<file path="config.mk">
export PLATFORM = sky130hd
export DESIGN_NAME = cam_ctrl_flat
export DESIGN_NICKNAME = d
export VERILOG_FILES = /design/src/rtl/cam_pkg.sv /design/src/rtl/cam_ctrl_if.sv /design/src/rtl/cam_stats.sv /design/src/rtl/cam_ctrl.sv /design/src/flat_wrapper.sv
export SDC_FILE = /design/constraint.sdc
export NUM_CORES = 1
export LEC_CHECK = 0
export ABC_AREA = 1
export BUFFER_PORTS_ARGS = -buffer_cell sky130_fd_sc_hd__buf_2
export CORE_MARGIN = 2
export CORE_UTILIZATION = 45
export CTS_CLUSTER_SIZE = 10
export DETAILED_ROUTE_END_ITERATION = 7
export GPL_TIMING_DRIVEN = 0
export HOLD_SLACK_MARGIN = 0.1
export PLACE_DENSITY = 0.67
export SETUP_SLACK_MARGIN = 0.2
export SLEW_MARGIN = 5
export SYNTH_ARGS = -nofsm -noshare
export SYNTH_HDL_FRONTEND = slang
export SYNTH_SLANG_ARGS = --single-unit
</file>
<file path="constraint.sdc">
create_clock -name clk -period 2.8 [get_ports clk]
set_input_delay 0.14 -clock clk [delete_from_list [all_inputs] [get_ports clk]]
set_output_delay 0.14 -clock clk [all_outputs]
set_load 0.005 [all_outputs]
</file>
<file path="src/rtl/cam_pkg.sv">
// ----------------------------------------------------------------------------
// cam_pkg
// Shared definitions for the CAM controller slice.
//   - command op encodings carried on cmd_op
//   - controller FSM state enum plus plain 2-bit state constants
//   - default sizing: NB_MEM entries and SIZE_ADDR index bits
// Optional feature macro used by this slice: CAM_CTRL_STATS_EN
// ----------------------------------------------------------------------------
package cam_pkg;

    // Default sizing; NB_MEM must never exceed 2**SIZE_ADDR.
    localparam int NB_MEM_DEF    = 14;
    localparam int SIZE_ADDR_DEF = 4;

    // Command encodings on cmd_op.
    localparam logic [1:0] OP_LOOKUP = 2'b00;
    localparam logic [1:0] OP_WRITE  = 2'b01;
    localparam logic [1:0] OP_FLUSH  = 2'b10;
    localparam logic [1:0] OP_RSVD   = 2'b11;

    // Controller FSM states.
    typedef enum logic [1:0] {
        S_IDLE  = 2'd0,
        S_ISSUE = 2'd1,
        S_WAIT  = 2'd2,
        S_RESP  = 2'd3
    } cam_state_e;

    // Plain-vector aliases of the state enum, used by the state register so
    // the encoding stays visible in older tools and waveform viewers.
    localparam logic [1:0] ST_IDLE  = 2'(S_IDLE);
    localparam logic [1:0] ST_ISSUE = 2'(S_ISSUE);
    localparam logic [1:0] ST_WAIT  = 2'(S_WAIT);
    localparam logic [1:0] ST_RESP  = 2'(S_RESP);

endpackage

</file>
<file path="src/rtl/cam_ctrl_if.sv">
// ----------------------------------------------------------------------------
// cam_ctrl_if
// Command / response handshake bundle of the CAM controller.
//   cmd_valid/cmd_ready : command handshake, cmd_op (2b) and cmd_data (8b)
//   rsp_valid/rsp_ready : response handshake, rsp_hit, rsp_idx (5b), rsp_err
// Modports: master = command issuer / response consumer, slave = controller.
// ----------------------------------------------------------------------------
interface cam_ctrl_if;
    logic       cmd_valid;
    logic       cmd_ready;
    logic [1:0] cmd_op;
    logic [7:0] cmd_data;

    logic       rsp_valid;
    logic       rsp_ready;
    logic       rsp_hit;
    logic [4:0] rsp_idx;
    logic       rsp_err;

    modport master (
        output cmd_valid, cmd_op, cmd_data, rsp_ready,
        input  cmd_ready, rsp_valid, rsp_hit, rsp_idx, rsp_err
    );

    modport slave (
        input  cmd_valid, cmd_op, cmd_data, rsp_ready,
        output cmd_ready, rsp_valid, rsp_hit, rsp_idx, rsp_err
    );
endinterface

</file>
<file path="src/rtl/cam_stats.sv">
// ----------------------------------------------------------------------------
// cam_stats
// Saturating 16-bit hit/miss counters for completed lookups.
// Only instantiated when CAM_CTRL_STATS_EN is defined.
//   clk, rst_n   : clock, asynchronous active-low reset
//   lookup_done  : one-cycle strobe when a lookup result is resolved
//   lookup_hit   : result qualifier for lookup_done
//   clear        : synchronous clear (flush command)
//   stat_hits    : number of lookups that hit
//   stat_misses  : number of lookups that missed
// ----------------------------------------------------------------------------
module cam_stats (
    input  logic        clk,
    input  logic        rst_n,
    input  logic        lookup_done,
    input  logic        lookup_hit,
    input  logic        clear,
    output logic [15:0] stat_hits,
    output logic [15:0] stat_misses
);
    logic [15:0] hits_q, hits_d;
    logic [15:0] misses_q, misses_d;

    always_comb begin
        hits_d   = hits_q;
        misses_d = misses_q;
        if (clear) begin
            hits_d   = '0;
            misses_d = '0;
        end else if (lookup_done) begin
            // Counters stick at all-ones instead of wrapping.
            if (lookup_hit && hits_q != 16'hFFFF)
                hits_d = hits_q + 16'd1;
            if (!lookup_hit && misses_q != 16'hFFFF)
                misses_d = misses_q + 16'd1;
        end
    end

    always_ff @(posedge clk or negedge rst_n) begin
        if (!rst_n) begin
            hits_q   <= '0;
            misses_q <= '0;
        end else begin
            hits_q   <= hits_d;
            misses_q <= misses_d;
        end
    end

    assign stat_hits   = hits_q;
    assign stat_misses = misses_q;
endmodule

</file>
<file path="src/rtl/cam_ctrl.sv">
// ----------------------------------------------------------------------------
// cam_ctrl
// Front-end controller for an external CAM with a registered lookup result.
// Entries are appended in order; a valid mask hides stale CAM contents so
// that a flush is instant and never touches the CAM itself.
//   clk, rst_n            : clock, asynchronous active-low reset
//   bus (cam_ctrl_if)     : command / response handshakes (slave side)
//   cam_write, cam_enable : write strobe / lookup strobe, only in ISSUE
//   cam_addr, cam_data    : write address (bit 4 always 0), key
//   cam_out, cam_found    : registered lookup result from the CAM
//   fill                  : number of valid entries
//   stat_hits/stat_misses : lookup counters, only with CAM_CTRL_STATS_EN
// Optional feature macro: CAM_CTRL_STATS_EN
// ----------------------------------------------------------------------------
module cam_ctrl
    import cam_pkg::*;
#(
    parameter int NB_MEM    = NB_MEM_DEF,
    parameter int SIZE_ADDR = SIZE_ADDR_DEF
) (
    input  logic                 clk,
    input  logic                 rst_n,
    cam_ctrl_if.slave            bus,
    output logic                 cam_write,
    output logic                 cam_enable,
    output logic [4:0]           cam_addr,
    output logic [7:0]           cam_data,
    input  logic [4:0]           cam_out,
    input  logic                 cam_found,
    output logic [SIZE_ADDR:0]   fill
`ifdef CAM_CTRL_STATS_EN
    ,
    output logic [15:0]          stat_hits,
    output logic [15:0]          stat_misses
`endif
);
    localparam int FILL_W  = SIZE_ADDR + 1;
    localparam int NB_SLOT = 1 << SIZE_ADDR;

    logic [1:0]           state_q, state_d;
    logic [1:0]           op_q, op_d;
    logic [7:0]           data_q, data_d;
    logic [SIZE_ADDR-1:0] wr_ptr_q, wr_ptr_d;
    logic [FILL_W-1:0]    fill_q, fill_d;
    logic [NB_SLOT-1:0]   valid_q, valid_d;
    logic                 rsp_valid_q, rsp_valid_d;
    logic                 rsp_hit_q, rsp_hit_d;
    logic [4:0]           rsp_idx_q, rsp_idx_d;
    logic                 rsp_err_q, rsp_err_d;

    logic full;
    logic lookup_done;
    logic lookup_hit;
    logic stats_clear;

    assign full = (fill_q == FILL_W'(NB_MEM));

    always_comb begin
        state_d     = state_q;
        op_d        = op_q;
        data_d      = data_q;
        wr_ptr_d    = wr_ptr_q;
        fill_d      = fill_q;
        valid_d     = valid_q;
        rsp_valid_d = rsp_valid_q;
        rsp_hit_d   = rsp_hit_q;
        rsp_idx_d   = rsp_idx_q;
        rsp_err_d   = rsp_err_q;
        lookup_done = 1'b0;
        lookup_hit  = 1'b0;
        stats_clear = 1'b0;

        case (state_q)
            ST_IDLE: begin
                // cmd_ready is high in IDLE, so cmd_valid alone means accept.
                if (bus.cmd_valid) begin
                    op_d    = bus.cmd_op;
                    data_d  = bus.cmd_data;
                    state_d = ST_ISSUE;
                end
            end

            ST_ISSUE: begin
                state_d     = ST_RESP;
                rsp_valid_d = 1'b1;
                rsp_hit_d   = 1'b0;
                rsp_idx_d   = '0;
                rsp_err_d   = 1'b0;
                case (op_q)
                    OP_WRITE: begin
                        if (!full) begin
                            valid_d[wr_ptr_q] = 1'b1;
                            wr_ptr_d          = wr_ptr_q + SIZE_ADDR'(1);
                            fill_d            = fill_q + FILL_W'(1);
                            rsp_idx_d         = 5'(wr_ptr_q);
                        end else begin
                            rsp_err_d = 1'b1;
                        end
                    end
                    OP_LOOKUP: begin
                        // The CAM result is registered: wait one cycle for it.
                        state_d     = ST_WAIT;
                        rsp_valid_d = 1'b0;
                    end
                    OP_FLUSH: begin
                        valid_d     = '0;
                        wr_ptr_d    = '0;
                        fill_d      = '0;
                        stats_clear = 1'b1;
                    end
                    default: begin
                        rsp_err_d = 1'b1;
                    end
                endcase
            end

            ST_WAIT: begin
                // A CAM match on an entry outside the valid mask is stale
                // (written before a flush) and must read as a miss.
                lookup_hit  = cam_found && valid_q[cam_out[SIZE_ADDR-1:0]];
                lookup_done = 1'b1;
                rsp_hit_d   = lookup_hit;
                rsp_idx_d   = lookup_hit ? cam_out : 5'd0;
                rsp_err_d   = 1'b0;
                rsp_valid_d = 1'b1;
                state_d     = ST_RESP;
            end

            ST_RESP: begin
                if (bus.rsp_ready) begin
                    rsp_valid_d = 1'b0;
                    state_d     = ST_IDLE;
                end
            end

            default: begin
                state_d = ST_IDLE;
            end
        endcase
    end

    always_ff @(posedge clk or negedge rst_n) begin
        if (!rst_n) begin
            state_q     <= ST_IDLE;
            op_q        <= OP_LOOKUP;
            data_q      <= '0;
            wr_ptr_q    <= '0;
            fill_q      <= '0;
            valid_q     <= '0;
            rsp_valid_q <= 1'b0;
            rsp_hit_q   <= 1'b0;
            rsp_idx_q   <= '0;
            rsp_err_q   <= 1'b0;
        end else begin
            state_q     <= state_d;
            op_q        <= op_d;
            data_q      <= data_d;
            wr_ptr_q    <= wr_ptr_d;
            fill_q      <= fill_d;
            valid_q     <= valid_d;
            rsp_valid_q <= rsp_valid_d;
            rsp_hit_q   <= rsp_hit_d;
            rsp_idx_q   <= rsp_idx_d;
            rsp_err_q   <= rsp_err_d;
        end
    end

    // CAM strobes decode straight from the state register, so they are
    // single-cycle, mutually exclusive and drop as soon as reset asserts.
    assign cam_write  = (state_q == ST_ISSUE) && (op_q == OP_WRITE) && !full;
    assign cam_enable = (state_q == ST_ISSUE) && (op_q == OP_LOOKUP);
    assign cam_addr   = cam_write ? 5'(wr_ptr_q) : 5'd0;
    assign cam_data   = data_q;

    assign bus.cmd_ready = (state_q == ST_IDLE);
    assign bus.rsp_valid = rsp_valid_q;
    assign bus.rsp_hit   = rsp_hit_q;
    assign bus.rsp_idx   = rsp_idx_q;
    assign bus.rsp_err   = rsp_err_q;
    assign fill          = fill_q;

`ifdef CAM_CTRL_STATS_EN
    cam_stats u_stats (
        .clk         (clk),
        .rst_n       (rst_n),
        .lookup_done (lookup_done),
        .lookup_hit  (lookup_hit),
        .clear       (stats_clear),
        .stat_hits   (stat_hits),
        .stat_misses (stat_misses)
    );
`else
    // Strobes only feed the optional counters.
    logic unused_stats;
    assign unused_stats = lookup_done ^ lookup_hit ^ stats_clear;
`endif
endmodule

</file>
<file path="src/flat_wrapper.sv">
// flat-port wrapper written by rule: the top's interface ports become plain ports
module cam_ctrl_flat import cam_pkg::*;
#(
    parameter int NB_MEM    = NB_MEM_DEF,
    parameter int SIZE_ADDR = SIZE_ADDR_DEF
)
  (clk, rst_n, cam_write, cam_enable, cam_addr, cam_data, cam_out, cam_found, fill, bus_cmd_valid, bus_cmd_op, bus_cmd_data, bus_rsp_ready, bus_cmd_ready, bus_rsp_valid, bus_rsp_hit, bus_rsp_idx, bus_rsp_err);
  cam_ctrl_if bus_i ();
  input  logic clk;
  input  logic rst_n;
  output logic cam_write;
  output logic cam_enable;
  output logic [4:0] cam_addr;
  output logic [7:0] cam_data;
  input  logic [4:0] cam_out;
  input  logic cam_found;
  output logic [SIZE_ADDR:0] fill;
  input wire logic [$bits(bus_i.cmd_valid)-1:0] bus_cmd_valid;
  input wire logic [$bits(bus_i.cmd_op)-1:0] bus_cmd_op;
  input wire logic [$bits(bus_i.cmd_data)-1:0] bus_cmd_data;
  input wire logic [$bits(bus_i.rsp_ready)-1:0] bus_rsp_ready;
  output wire logic [$bits(bus_i.cmd_ready)-1:0] bus_cmd_ready;
  output wire logic [$bits(bus_i.rsp_valid)-1:0] bus_rsp_valid;
  output wire logic [$bits(bus_i.rsp_hit)-1:0] bus_rsp_hit;
  output wire logic [$bits(bus_i.rsp_idx)-1:0] bus_rsp_idx;
  output wire logic [$bits(bus_i.rsp_err)-1:0] bus_rsp_err;
  assign bus_i.cmd_valid = bus_cmd_valid;
  assign bus_i.cmd_op = bus_cmd_op;
  assign bus_i.cmd_data = bus_cmd_data;
  assign bus_i.rsp_ready = bus_rsp_ready;
  assign bus_cmd_ready = bus_i.cmd_ready;
  assign bus_rsp_valid = bus_i.rsp_valid;
  assign bus_rsp_hit = bus_i.rsp_hit;
  assign bus_rsp_idx = bus_i.rsp_idx;
  assign bus_rsp_err = bus_i.rsp_err;
  cam_ctrl #(.NB_MEM(NB_MEM), .SIZE_ADDR(SIZE_ADDR)) u_core (.clk(clk), .rst_n(rst_n), .bus(bus_i), .cam_write(cam_write), .cam_enable(cam_enable), .cam_addr(cam_addr), .cam_data(cam_data), .cam_out(cam_out), .cam_found(cam_found), .fill(fill));
endmodule
</file>
==> key figures <==
STA
  – Final period utilization: 0.6834
  – Minimum period implied by the final worst setup slack: 1.914 ns
  – Highest achievable clock rate: 522.6 MHz
  – Unrepaired setup endpoints after global routing: false
  – Final number of max-transition violations: 0
  – Worst rel slew slack: 0.3384
  – Pin slew with the least headroom to its limit: 0.9924 ns
  – Setup-violating endpoint count in the final report: 0
  – Hold Vio Cnt, Final: 0
  – Total negative slack for setup checks: 0 ns
  – Clock skew after layout: 0.006913 ns

Clock network
  – Total clock sinks: 45
  – TritonCTS clock tree: built
  – CTS H-tree depth: 2
  – Post-CTS setup buffer count: 0
  – Worst-skew pair later-pin latency: 0.31 ns
  – Clock slew at the register clock pins of the worst setup and hold paths: 0.09 ns
  – Maximum count of clock buffers along a single path: 2
  – CTS Root Buffer Type: clkbuf_8
  – Number of CTS-inserted buffers: 5

Global route
  – Via count of the first global-routing pass: 2,037
  – Overall routing resource usage: 0.2027
  – Largest net degree at the start of global routing: 46
  – Overflow left after global routing: 0
  – Number of antenna violations at the first check in global routing: 0
  – Wire length of the first global-routing pass: 9.646 mm

Setup path
  – Critical path's largest stage delay: 0.47 ns
  – CP Capture Type: flip-flop
  – Classification of the worst setup path: reg2reg
  – Crit path max fanout: 10
  – Critical path startpoint category: flip-flop
  – Crit path arrival time: 2.16 ns
  – WP data required: 3.05 ns
  – Cell breakdown of the critical path: inv_1 > ha_1 > inv_2 > or2_0 > nor3_1 > a22oi_1 > nand2_1
  – Critical-path cell with the highest stage delay: nor3_1

Placed design
  – Placed wire-length estimate: 3.997 mm
  – Placed cell area: 2739 sq um
  – Quantity of I/O buffers inserted on ports: 46
  – Total instance count after detailed placement: 399
  – RD Place Congestion: 0.9042

Logic synthesis
  – Warnings from Yosys: 0
  – Post-synth design cell area: 2421 sq um
  – Leading area contributor after synthesis: dfrtp_1
  – Top cell types by occurrence after synthesis: nand2_1 (49), dfrtp_1 (45), inv_1 (36)
  – Gate count of the mapped netlist: 283
  – Unique masters post-synth: 28
  – Count leader, synth: nand2_1
  – Async set-reset flop share out of synthesis: 1.000
  – Syn_area_per_cell: 8.555 sq um
  – Syn nets: 314
  – Most common flop cell mapped by yosys: dfrtp_1
  – Number of flops mapped to enable cells by yosys: 0
  – Post-synthesis sequential area ratio: 0.4651
  – Post-synth top area share: 0.4651
  – Cell types with the largest area share after synthesis: dfrtp_1 (47%), nand2_1 (7.6%), nand3_1 (7.2%)
  – Number of storage elements in the synthesis netlist: 45

Power
  – Power share of the sequential group: 0.394
  – Leakage dissipation: 1.508 nW
  – Worst voltage drop across the vdd grid: 0.5327 mV
  – Portion of total power attributed to combinational logic: 0.443
  – Internal power component: 1.482 mW
  – Switching power of the nets: 1.060 mW
  – Total power density per cell area: 861.6 nW/um^2
  – Total Power: 2.542 mW
  – Fraction of power consumed by the clock network: 0.163
  – Switching part of the total power: 0.4168

Route
  – Number of DRC violations after detailed-routing iteration 0: 102
  – Total via count after detailed routing: 2,066
  – Drt via density: 4.931
  – Drt total wl: 5.486 mm
  – First-pass DRT Iterations: 4
  – Total DRC errors in the routed layout: 0
  – Average detailed-routed wire length per instance: 13.09 um
  – Residual antenna-violating net count after detailed routing: 0

Min path
  – Class of the tightest hold or removal check: in2reg

Job
  – Reported max-cap violation count: 0

Cells and area
  – Layout overhead on the synthesized area: 21.86%
  – Share of post-route cells with drive strength above 1: 0.2436
  – Multi-input gate area: 1079 sq um
  – Nets: 379
  – Total inserted antenna cells: 0
  – Post-route cell area: 2950 sq um
  – Sequential cell area in the final layout: 1126 sq um
  – Final cell count without fillers: 419
  – Fillers: 512

Floorplanning
  – Effective utilization at floorplan: 0.4710
  – Placeable core region: 5140 sq um
  – I/O pin count: 49
  – Cell row count: 26
  – Die Ht: 77.35 um
  – Horizontal extent of the die: 77.35 um
  – Die ar.: 5983 sq um

Run status
  – Status: finished clean
==> cell usage in the layout, fill, tap and decap left out, types with 8 or more instances in the layout <==
cell	n
o21ai_1	9
dfrtp_1	45
buf_2	51
inv_1	36
o21ai_0	26
nand2_1	49
ha_1	11
nand3_1	35
nor2_1	14
dlygate4sd3_1	12
mux2_2	8
o21ai_2	9
==> critical path: cells and delay by family (launching register included) <==
| kind | cells | cell delay [ns] |
|---|---|---|
| compound gates | 1 | 0.13 |
| simple gates | 3 | 0.81 |
| buf+inv | 2 | 0.20 |
| flops | 1 | 0.42 |
| fa+ha+maj | 1 | 0.31 |
==> metrics by stage <==
step	utilization	setup WS (ns)	hold slack (ns)
floorplan	-	1.229	-0.1556
global placement	0.5329	0.9352	0.3666
detailed placement	0.5329	0.9022	0.3733
CTS	0.5740	0.8771	0.1040
global route	0.5740	0.7368	0.1288
finish	0.5740	0.8864	0.1128
==> cells by family after synthesis <==
logic type	count (synthesis)	share of synthesized area
simple gates	111	0.2052
compound gates	55	0.1338
buf+inv	49	0.08940
flops	45	0.4651
fa+ha+maj	11	0.05685
mux	8	0.03721
xor+xnor	3	0.01085
other cells	1	0.001549
==> power by group through the flow <==
| stage | Sequential, mW | Clock (mW) | Combinational (mW) |
|---|---|---|---|
| after floorplan | 1.00 | 0 | 0.760 |
| after global placement | 1.00 | 0 | 1.10 |
| after detailed placement | 1.01 | 0 | 1.12 |
| after CTS | 1.00 | 0.428 | 1.14 |
| after global routing | 1.03 | 0.449 | 1.29 |
| final | 1.00 | 0.414 | 1.13 |
==> what timing repair did <==
item / 4_1_cts / 5_1_grt
resized for setup: 0 / 0
hold buffers: 12 / 0
endpoints found under the setup margin: 0 / 0
endpoints found under the hold margin: 56 / 0
==> registers in the layout, summed over array words and instances (netlist names) <==
name / cells
u_core.state_q: 2
u_core.fill: 5
u_core.wr_ptr_q: 4
u_core.cam_data: 8
u_core.op_q: 2
u_core.bus.rsp_hit: 1
u_core.bus.rsp_idx: 5
u_core.bus.rsp_valid: 1
u_core.valid_q: 16
u_core.bus.rsp_err: 1
==> metal layers <==
layer | GRT usage | routed length [um] | up-vias
li1 | - | - | 1061
met1 | 0.2782 | 2602 | 954
met2 | 0.3191 | 2498 | 44
met3 | 0.04767 | 311 | 7
met4 | 0.06429 | 73 | 0
met5 | 0 | 0 | -
==> path summary, 6_finish.rpt <==
path / depth (start not counted) / to / start / slack (ns)
worst min-delay path: 3 / u_core.bus.rsp_idx[3]$_DFFE_PN0P_ / cam_out[3] / 0.11
worst min register to register: 2 / u_core.bus.rsp_hit$_DFFE_PN0P_ / u_core.bus.rsp_hit$_DFFE_PN0P_ / 0.50
min in group asynchronous: 2 / u_core.fill[2]$_DFFE_PN0P_ / rst_n / 0.54
worst max register to register: 7 / u_core.bus.rsp_idx[2]$_DFFE_PN0P_ / u_core.state_q[1]$_DFFE_PN0P_ / 0.89
max in group asynchronous: 2 / u_core.bus.rsp_valid$_DFFE_PN0P_ / rst_n / 1.64
worst max-delay path: 7 / u_core.bus.rsp_idx[2]$_DFFE_PN0P_ / u_core.state_q[1]$_DFFE_PN0P_ / 0.89
==> layout make-up <==
class                      instances  area share
buffer                            11     0.02502
clock buffer                       5     0.02332
clock inverter                     3    0.007634
sequential                        45      0.3817
tap                               70     0.02969
timing repair buffer              58      0.1187
multi-input combinational        189      0.3656
inverter                          38     0.04835
Power figures use the tool's default switching activity.
